`src/rtl/pipe_hazard_ctrl_if.sv`:
```
// Purpose: bundles the hazard controller's stall/exception inputs and pipeline control outputs.
// Latency: none, wires only.
// Backpressure: the stall requests are the backpressure; master = pipeline, slave = controller.
interface pipe_hazard_ctrl_if;
  // pipeline -> controller
  logic        stall_if_req;
  logic        stall_id_req;
  logic        stall_ex_req;
  logic        stall_mem_req;
  logic [31:0] except_type;
  logic [31:0] cp0_epc;
  // controller -> pipeline
  logic        en_pc;
  logic        en_if_id;
  logic        en_id_ex;
  logic        en_ex_mem;
  logic        en_mem_wb;
  logic [3:0]  bubble;
  logic        flush;
  logic        new_pc_valid;
  logic [31:0] new_pc;
  logic        watchdog_err;

  modport master (
    output stall_if_req, stall_id_req, stall_ex_req, stall_mem_req, except_type, cp0_epc,
    input  en_pc, en_if_id, en_id_ex, en_ex_mem, en_mem_wb, bubble, flush,
           new_pc_valid, new_pc, watchdog_err
  );

  modport slave (
    input  stall_if_req, stall_id_req, stall_ex_req, stall_mem_req, except_type, cp0_epc,
    output en_pc, en_if_id, en_id_ex, en_ex_mem, en_mem_wb, bubble, flush,
           new_pc_valid, new_pc, watchdog_err
  );
endinterface

```
`src/rtl/pipe_hazard_ctrl.sv`:
```
// Purpose: stall/flush sequencer for the 5-stage pipeline; RUN -> FLUSH -> REDIRECT on exception.
// Latency: stall enables/bubbles are combinational (0 cycles); exception redirect >= 2 cycles.
// Backpressure: oldest stalling stage freezes itself and everything younger; FLUSH waits for idle fetch.
// Optional: define PIPE_STALL_WATCHDOG_EN for the sticky stall-timeout flag (WDT_LIMIT cycles).
module pipe_hazard_ctrl #(
  parameter logic [31:0] EXC_VECTOR = 32'hBFC0_0380,
  parameter logic [31:0] ERET_CODE  = 32'h0000_000E
`ifdef PIPE_STALL_WATCHDOG_EN
  ,
  parameter int unsigned WDT_LIMIT  = 1024
`endif
) (
  input  logic               clk,
  input  logic               rst,  // asynchronous, active-low
  pipe_hazard_ctrl_if.slave  hz
);

  typedef enum logic [1:0] {
    ST_RUN      = 2'd0,
    ST_FLUSH    = 2'd1,
    ST_REDIRECT = 2'd2
  } state_t;

  state_t      state_q, state_d;
  logic [31:0] new_pc_q, new_pc_d;
  logic        exc;
  logic [4:0]  en;   // bit i = register i (PC=0 .. MEM/WB=4)
  logic [3:0]  bub;  // bit k = NOP into register k+1

  assign exc = (hz.except_type != 32'd0);

  // Next state and redirect-target capture; the target is latched only on the RUN exception cycle.
  always_comb begin
    state_d  = state_q;
    new_pc_d = new_pc_q;
    case (state_q)
      ST_RUN: begin
        if (exc) begin
          state_d  = ST_FLUSH;
          new_pc_d = (hz.except_type == ERET_CODE) ? hz.cp0_epc : EXC_VECTOR;
        end
      end
      // Never redirect while a fetch is still in flight.
      ST_FLUSH:    if (!hz.stall_if_req) state_d = ST_REDIRECT;
      ST_REDIRECT: state_d = ST_RUN;
      default:     state_d = ST_RUN;
    endcase
  end

  // State and target registers; reset discards any pending redirect.
  always_ff @(posedge clk or negedge rst) begin
    if (!rst) begin
      state_q  <= ST_RUN;
      new_pc_q <= 32'd0;
    end else begin
      state_q  <= state_d;
      new_pc_q <= new_pc_d;
    end
  end

  // Enable/bubble decode: oldest stalling stage k holds registers 0..k and bubbles register k+1.
  // An exception looks like a MEM stall so the excepting instruction leaves as a NOP in MEM/WB.
  always_comb begin
    en  = 5'b00000;
    bub = 4'b0000;
    if (rst) begin
      case (state_q)
        ST_RUN: begin
          if (exc || hz.stall_mem_req) begin
            en  = 5'b10000;
            bub = 4'b1000;
          end else if (hz.stall_ex_req) begin
            en  = 5'b11000;
            bub = 4'b0100;
          end else if (hz.stall_id_req) begin
            en  = 5'b11100;
            bub = 4'b0010;
          end else if (hz.stall_if_req) begin
            en  = 5'b11110;
            bub = 4'b0001;
          end else begin
            en  = 5'b11111;
          end
        end
        ST_REDIRECT: en = 5'b00001;
        default:     en = 5'b00000;
      endcase
    end
  end

  assign hz.en_pc        = en[0];
  assign hz.en_if_id     = en[1];
  assign hz.en_id_ex     = en[2];
  assign hz.en_ex_mem    = en[3];
  assign hz.en_mem_wb    = en[4];
  assign hz.bubble       = bub;
  assign hz.flush        = (state_q == ST_FLUSH);
  assign hz.new_pc_valid = (state_q == ST_REDIRECT);
  assign hz.new_pc       = new_pc_q;

`ifdef PIPE_STALL_WATCHDOG_EN
  localparam logic [15:0] WDT_LIM16 = 16'(WDT_LIMIT);

  logic [15:0] wdt_cnt_q, wdt_cnt_d;
  logic        wdt_err_q, wdt_err_d;
  logic        any_stall;

  assign any_stall = hz.stall_if_req | hz.stall_id_req | hz.stall_ex_req | hz.stall_mem_req;

  // Consecutive-stall counter: clears on a clean cycle or outside RUN, saturates at the limit.
  always_comb begin
    wdt_cnt_d = wdt_cnt_q;
    wdt_err_d = wdt_err_q;
    if ((state_q != ST_RUN) || !any_stall) begin
      wdt_cnt_d = 16'd0;
    end else if (wdt_cnt_q < WDT_LIM16) begin
      wdt_cnt_d = wdt_cnt_q + 16'd1;
    end
    if (wdt_cnt_d == WDT_LIM16) wdt_err_d = 1'b1;
  end

  // Watchdog registers; the error flag is sticky until reset.
  always_ff @(posedge clk or negedge rst) begin
    if (!rst) begin
      wdt_cnt_q <= 16'd0;
      wdt_err_q <= 1'b0;
    end else begin
      wdt_cnt_q <= wdt_cnt_d;
      wdt_err_q <= wdt_err_d;
    end
  end

  assign hz.watchdog_err = wdt_err_q;
`else
  assign hz.watchdog_err = 1'b0;
`endif

endmodule
```
`src/flat_wrapper.sv`:
```
// flat-port wrapper written by rule: the top's interface ports become plain ports
module pipe_hazard_ctrl_flat 
#(
  parameter logic [31:0] EXC_VECTOR = 32'hBFC0_0380,
  parameter logic [31:0] ERET_CODE  = 32'h0000_000E

)
  (clk, rst, hz_stall_if_req, hz_stall_id_req, hz_stall_ex_req, hz_stall_mem_req, hz_except_type, hz_cp0_epc, hz_en_pc, hz_en_if_id, hz_en_id_ex, hz_en_ex_mem, hz_en_mem_wb, hz_bubble, hz_flush, hz_new_pc_valid, hz_new_pc, hz_watchdog_err);
  pipe_hazard_ctrl_if hz_i ();
  input  logic clk;
  input  logic rst;
  input wire logic [$bits(hz_i.stall_if_req)-1:0] hz_stall_if_req;
  input wire logic [$bits(hz_i.stall_id_req)-1:0] hz_stall_id_req;
  input wire logic [$bits(hz_i.stall_ex_req)-1:0] hz_stall_ex_req;
  input wire logic [$bits(hz_i.stall_mem_req)-1:0] hz_stall_mem_req;
  input wire logic [$bits(hz_i.except_type)-1:0] hz_except_type;
  input wire logic [$bits(hz_i.cp0_epc)-1:0] hz_cp0_epc;
  output wire logic [$bits(hz_i.en_pc)-1:0] hz_en_pc;
  output wire logic [$bits(hz_i.en_if_id)-1:0] hz_en_if_id;
  output wire logic [$bits(hz_i.en_id_ex)-1:0] hz_en_id_ex;
  output wire logic [$bits(hz_i.en_ex_mem)-1:0] hz_en_ex_mem;
  output wire logic [$bits(hz_i.en_mem_wb)-1:0] hz_en_mem_wb;
  output wire logic [$bits(hz_i.bubble)-1:0] hz_bubble;
  output wire logic [$bits(hz_i.flush)-1:0] hz_flush;
  output wire logic [$bits(hz_i.new_pc_valid)-1:0] hz_new_pc_valid;
  output wire logic [$bits(hz_i.new_pc)-1:0] hz_new_pc;
  output wire logic [$bits(hz_i.watchdog_err)-1:0] hz_watchdog_err;
  assign hz_i.stall_if_req = hz_stall_if_req;
  assign hz_i.stall_id_req = hz_stall_id_req;
  assign hz_i.stall_ex_req = hz_stall_ex_req;
  assign hz_i.stall_mem_req = hz_stall_mem_req;
  assign hz_i.except_type = hz_except_type;
  assign hz_i.cp0_epc = hz_cp0_epc;
  assign hz_en_pc = hz_i.en_pc;
  assign hz_en_if_id = hz_i.en_if_id;
  assign hz_en_id_ex = hz_i.en_id_ex;
  assign hz_en_ex_mem = hz_i.en_ex_mem;
  assign hz_en_mem_wb = hz_i.en_mem_wb;
  assign hz_bubble = hz_i.bubble;
  assign hz_flush = hz_i.flush;
  assign hz_new_pc_valid = hz_i.new_pc_valid;
  assign hz_new_pc = hz_i.new_pc;
  assign hz_watchdog_err = hz_i.watchdog_err;
  pipe_hazard_ctrl #(.EXC_VECTOR(EXC_VECTOR), .ERET_CODE(ERET_CODE)) u_core (.clk(clk), .rst(rst), .hz(hz_i));
endmodule
```
`config.mk`:
```
export PLATFORM = sky130hd
export DESIGN_NAME = pipe_hazard_ctrl_flat
export DESIGN_NICKNAME = d
export VERILOG_FILES = /design/src/rtl/pipe_hazard_ctrl_if.sv /design/src/rtl/pipe_hazard_ctrl.sv /design/src/flat_wrapper.sv
export SDC_FILE = /design/constraint.sdc
export NUM_CORES = 1
export LEC_CHECK = 0
export ABC_AREA = 1
export CORE_MARGIN = 8
export CORE_UTILIZATION = 35
export CTS_BUF_LIST = sky130_fd_sc_hd__clkbuf_4 sky130_fd_sc_hd__clkbuf_8 sky130_fd_sc_hd__clkbuf_16
export DETAILED_ROUTE_END_ITERATION = 6
export GPL_ROUTABILITY_DRIVEN = 0
export GPL_TIMING_DRIVEN = 0
export HOLD_SLACK_MARGIN = 0.12
export PLACE_DENSITY = 0.85
export SYNTH_ARGS = -nofsm -noshare
export SYNTH_HDL_FRONTEND = slang
export SYNTH_SLANG_ARGS = --single-unit
```
`constraint.sdc`:
```
create_clock -name clk -period 1.59 [get_ports clk]
set_input_delay 0.318 -clock clk [delete_from_list [all_inputs] [get_ports clk]]
set_output_delay 0.318 -clock clk [all_outputs]
set_load 0.005 [all_outputs]
```
# Word-level counts from Yosys, hierarchy flattened
# Index checks and enable logic that the tools add are counted.
# word_totals
register_bits	34
wordCells	28
in_bits	70
out_inout_bits	44
# classes
n_eq_ne	5
n_reduce_logical	5
muxes	16
# op_table
operator	n
== test 32 x 4 -> 1 bit, second input constant	1
two-way mux 32 bit	1
nonzero test 32 bit	1
two-way mux 4 bit	5
two-way mux 5 bit	4
case mux 5 bit (2 select lines)	1
two-way mux 2 bit	2
case mux 2 bit (2 select lines)	1
AND reduction 2 bit	2
== test 2 x 1 -> 1 bit, second input constant	1
== test 2 bit, second input constant	1
logical NOT 2 bit	1
two-way mux 1 bit	2
!= test 2 x 1 -> 1 bit, second input constant	1
!= test 2 bit, second input constant	1
logical OR 1 bit	1

# Logic depth before layout (Yosys ltp)
# logic_depth
ltp_word	6
ltp_mapped	10
mapped_depth_nobuf	9

# Least setup slack after synthesis
# No wires, ideal clock.
# synth_path
path_type	input port to output port
startpoint	in hz_except_type[15]
endpoint	out hz_bubble[0]
slack_ps	108
t_required_ps	1272
path_buffers	0
path_stages	9
arrival_ps	1164
cell_sequence	nor2_1 -> nand2_1 -> nor2_2 -> nand2_1 -> nor2_4 -> nand2_1 -> inv_1 -> nand3_1 -> nor2_1
# synth_via
elab_chain_len	5
# synth_rtl
element	line_no	rtl
start, declared	flat_wrapper.sv:16	input wire logic [$bits(hz_i.except_type)-1:0] hz_except_type;
nonzero test 32 bit	pipe_hazard_ctrl.sv:30	assign exc = (hz.except_type != 32'd0);
logical OR 1 bit	pipe_hazard_ctrl.sv:69	if (exc || hz.stall_mem_req) begin
two-way mux 4 bit	pipe_hazard_ctrl.sv:69	
two-way mux 4 bit	pipe_hazard_ctrl.sv:67	case (state_q)
two-way mux 4 bit	pipe_hazard_ctrl.sv:66	if (rst) begin
end, declared	flat_wrapper.sv:23	output wire logic [$bits(hz_i.bubble)-1:0] hz_bubble;
# No other way between the ends.

# Worst setup path after layout
# layout_path
startpoint	in hz_except_type[13]
endpoint	out hz_en_pc
# layout_via
elab_chain_len	5
# layout_rtl
element	line_no	rtl
nonzero test 32 bit	pipe_hazard_ctrl.sv:30	
logical OR 1 bit	pipe_hazard_ctrl.sv:69	
two-way mux 5 bit	pipe_hazard_ctrl.sv:69	
case mux 5 bit (2 select lines)	pipe_hazard_ctrl.sv:67	
two-way mux 5 bit	pipe_hazard_ctrl.sv:66	
end, declared	flat_wrapper.sv:18	output wire logic [$bits(hz_i.en_pc)-1:0] hz_en_pc;
# No other way between the ends.

==> flow_summary.toml <==
[floorplan]
row_count = 25
start_util_pct = 35.46
die_w_microns = 84.49
fp.dieH_microns = 84.49
core_sq_um = 4629
die-area_sq_um = 7138
ios = 114

[timing]
rsz0062_at_grt = "true"
finalSetupViolations = 6
fin_skew_ps = 5.417
worst_slack_ps = -131.1
tns_ps = -520.0
drv_slew = 0
hold_viol_final = 0
fin_crit_sh_pct = 108.2
timing.final.crit_period_ps = 1721
timing.hold.ws_ps = 478.5
fmax_mhz = 581.0

[synth]
ys_ff_latch = 34
synthFlopType = "dfrtp_1"
synth_seq_area_share_pct = 51.83
synth_common_cells = "nand2_1, dfrtp_1, nor2_1"
yosysTopAreaCell = "dfrtp_1"
synth_warnings = 0
synth_most_common_cell = "nand2_1"
netlist_top_cells_area = "dfrtp_1, nand2_1, nor2_1"
synthCells = 213
ys_types = 20
syn_avg_cell_area_sq_um = 7.707
syn_nets = 283
synthArstFlopShare_pct = 100.0
syn_area_sq_um = 1642
synth_edf_count = 0
synth_top_area_share_pct = 51.83

[cells_and_area]
nets = 420
drive_above_1_share_pct = 32.57
area_growth_pct = 91.84
diodes = 0
seq_area_sq_um = 850.8
utilization_pct = 68.03
nFillCells = 395
final_area_sq_um = 3149
multi_input_area_sq_um = 793.3
instances_no_fill = 404

[global_route]
grt_max_degree = 35
grt-ovfl-total = 0
grt_pass1_wl_microns = 9970
grtUsageTotal_pct = 17.38
antenna_found_initial = 0
grt_pass1_vias = 2031

[worst_setup_path]
cp.required_ps = 1270
worstPathArrival_ps = 1400
r2r_cells = 7
path_buf_inv = 3
startpoint_type = "input port"
worst_path_max_delay_cell = "o21bai_1"
max_stage_delay_ps = 140
crit-reg2reg-launch = "u_core.state_q[1]"
r2r_setup_slack_ps = 170
path_cells = "buf_6 > nor2_2 > nand2_2 > nor2_4 > nand2_2 > nor2_4 > buf_6 > nand4_1 > o21bai_1 > buf_2"
critPathMaxFanout = 2
path_depth = 10
crit_end = "hz_en_pc"
crit_family = "simple AND/OR/NAND/NOR gates"
reg2reg_to = "u_core.hz.new_pc[9]"
end_kind = "primary output"
startpoint = "hz_except_type[13]"
path_class = "in -> out"

[routing]
met3_length_microns = 349
maxUsedRoutingLayer = "met4"
wl_met1_microns = 2456
drtIter0Drc = 48
wl_met2_microns = 3237
vias = 1881
dr.pass1.iters = 4
postRouteWirelength_microns = 6138
antenna_left = 0
avgViaCountPerCell = 4.656
drc = 0
detail_route.wl_per_cell_microns = 15.19

[clocking]
clkSinkCount = 34
cts_tree = "yes"
clk_path_buf_depth = 2
clock_latency_ps = 280
h-tree-depth = 2
path_clk_slew_ps = 70
cts_buffers = 5
cts_root_buf = "clkbuf_8"

[run_status]
violations = "setup timing"
outcome = "finished with violations"

[worst_hold_path]
worstHoldStart = "u_core.hz.new_pc[31]"
min_path_type = "reg -> reg"

[place]
portBuffers = 112
dp_hpwl_microns = 4436
placedCellCount = 379
place_area_sq_um = 2825

[power]
ir_drop_mv = 0.6130
pwr_density_cell_nw_per_um2 = 1039
p_leak_uw = 0.001601

[job]
maxCapViolations = 0
==> worst reg2reg max path, stage by stage (launching register included) <==
cell and delay, ps:
dfrtp_1 390, nor2_2 120, inv_2 70, buf_4 140, nor2_4 190, clkbuf_2 270, o21ai_0 120, nand2_1 70
==> metal layers <==
metal  track usage [%]  vias to the layer above
met5                 0                        -
met4             5.016                        0
met3             5.561                       10
met2             30.64                       58
met1             19.44                      877
li1                  -                      936
==> worst min-delay path by stage <==
stage | endpoint | slack [ps] | depth (start not counted)
4_1_cts | u_core.hz.new_pc[31] | 480 | 2
6_report | u_core.hz.new_pc[31] | 480 | 2
5_1_grt | u_core.hz.new_pc[27] | 510 | 2
3_5_place_dp | u_core.hz.new_pc[13] | 450 | 1
2_1_floorplan | u_core.hz.new_pc[0] | 20 | 0
3_3_place_gp | u_core.hz.new_pc[15] | 460 | 2
==> what timing repair did <==
action | CTS | global route
pin swaps | 38 | 29
endpoints found under the hold margin | 34 | 0
setup endpoints to repair | 21 | 41
resized for setup | 163 | 58
cloned | 0 | 1
buffers inserted | 16 | 1
hold buffers | 2 | 0
==> sequential cells by signal, indices dropped and copies added (netlist names) <==
| name | cells |
|---|---|
| u_core.hz.new_pc | 32 |
| u_core.state_q | 2 |
==> report_power, final <==
part / switching, uW / internal (uW) / total, uW
Sequential: 88.6 / 1040 / 1130
Clock: 305 / 294 / 598
Combinational: 765 / 778 / 1540
==> kinds of logic after synthesis <==
logic type	after synthesis	synth area share (%)
other cells	1	0.2284
flops	34	51.83
simple gates	139	35.52
compound gates	14	4.421
buf+inv	25	8.003
==> cells in the final DEF, fill, tap and decap left out, types with 2 or more instances in the layout <==
master,instances
o21ai_1,8
nor2_2,11
inv_1,10
nor2_1,12
dlygate4sd2_1,2
o21ai_0,3
clkbuf_2,2
nand2_1,73
nand2_2,6
nand4_1,2
buf_2,24
clkdlybuf4s50_1,68
clkinv_2,2
dfrtp_1,34
inv_2,4
nor2_4,11
clkbuf_8,5
buf_6,27
o21ai_2,2
buf_4,13
nand3_1,20
==> per-stage QoR <==
step | power [uW] | setup slack, ps
after floorplan | 1800 | 108.4
after global placement | 2546 | -1932
after detailed placement | 2577 | -979.8
after CTS | 3228 | -119.9
after global routing | 3506 | -202.3
final | 3273 | -131.1
==> final cells by class <==
| class | instances | area share, % |
|---|---|---|
| Buffer | 10 | 2.980 |
| Clock buffer | 5 | 2.185 |
| Clock inverter | 2 | 0.3178 |
| Inverter | 15 | 1.867 |
| Multi-Input combinational cell | 154 | 25.19 |
| Sequential cell | 34 | 27.02 |
| Tap cell | 54 | 2.145 |
| Timing Repair Buffer | 130 | 38.30 |
(Power assumes the default switching activity.)
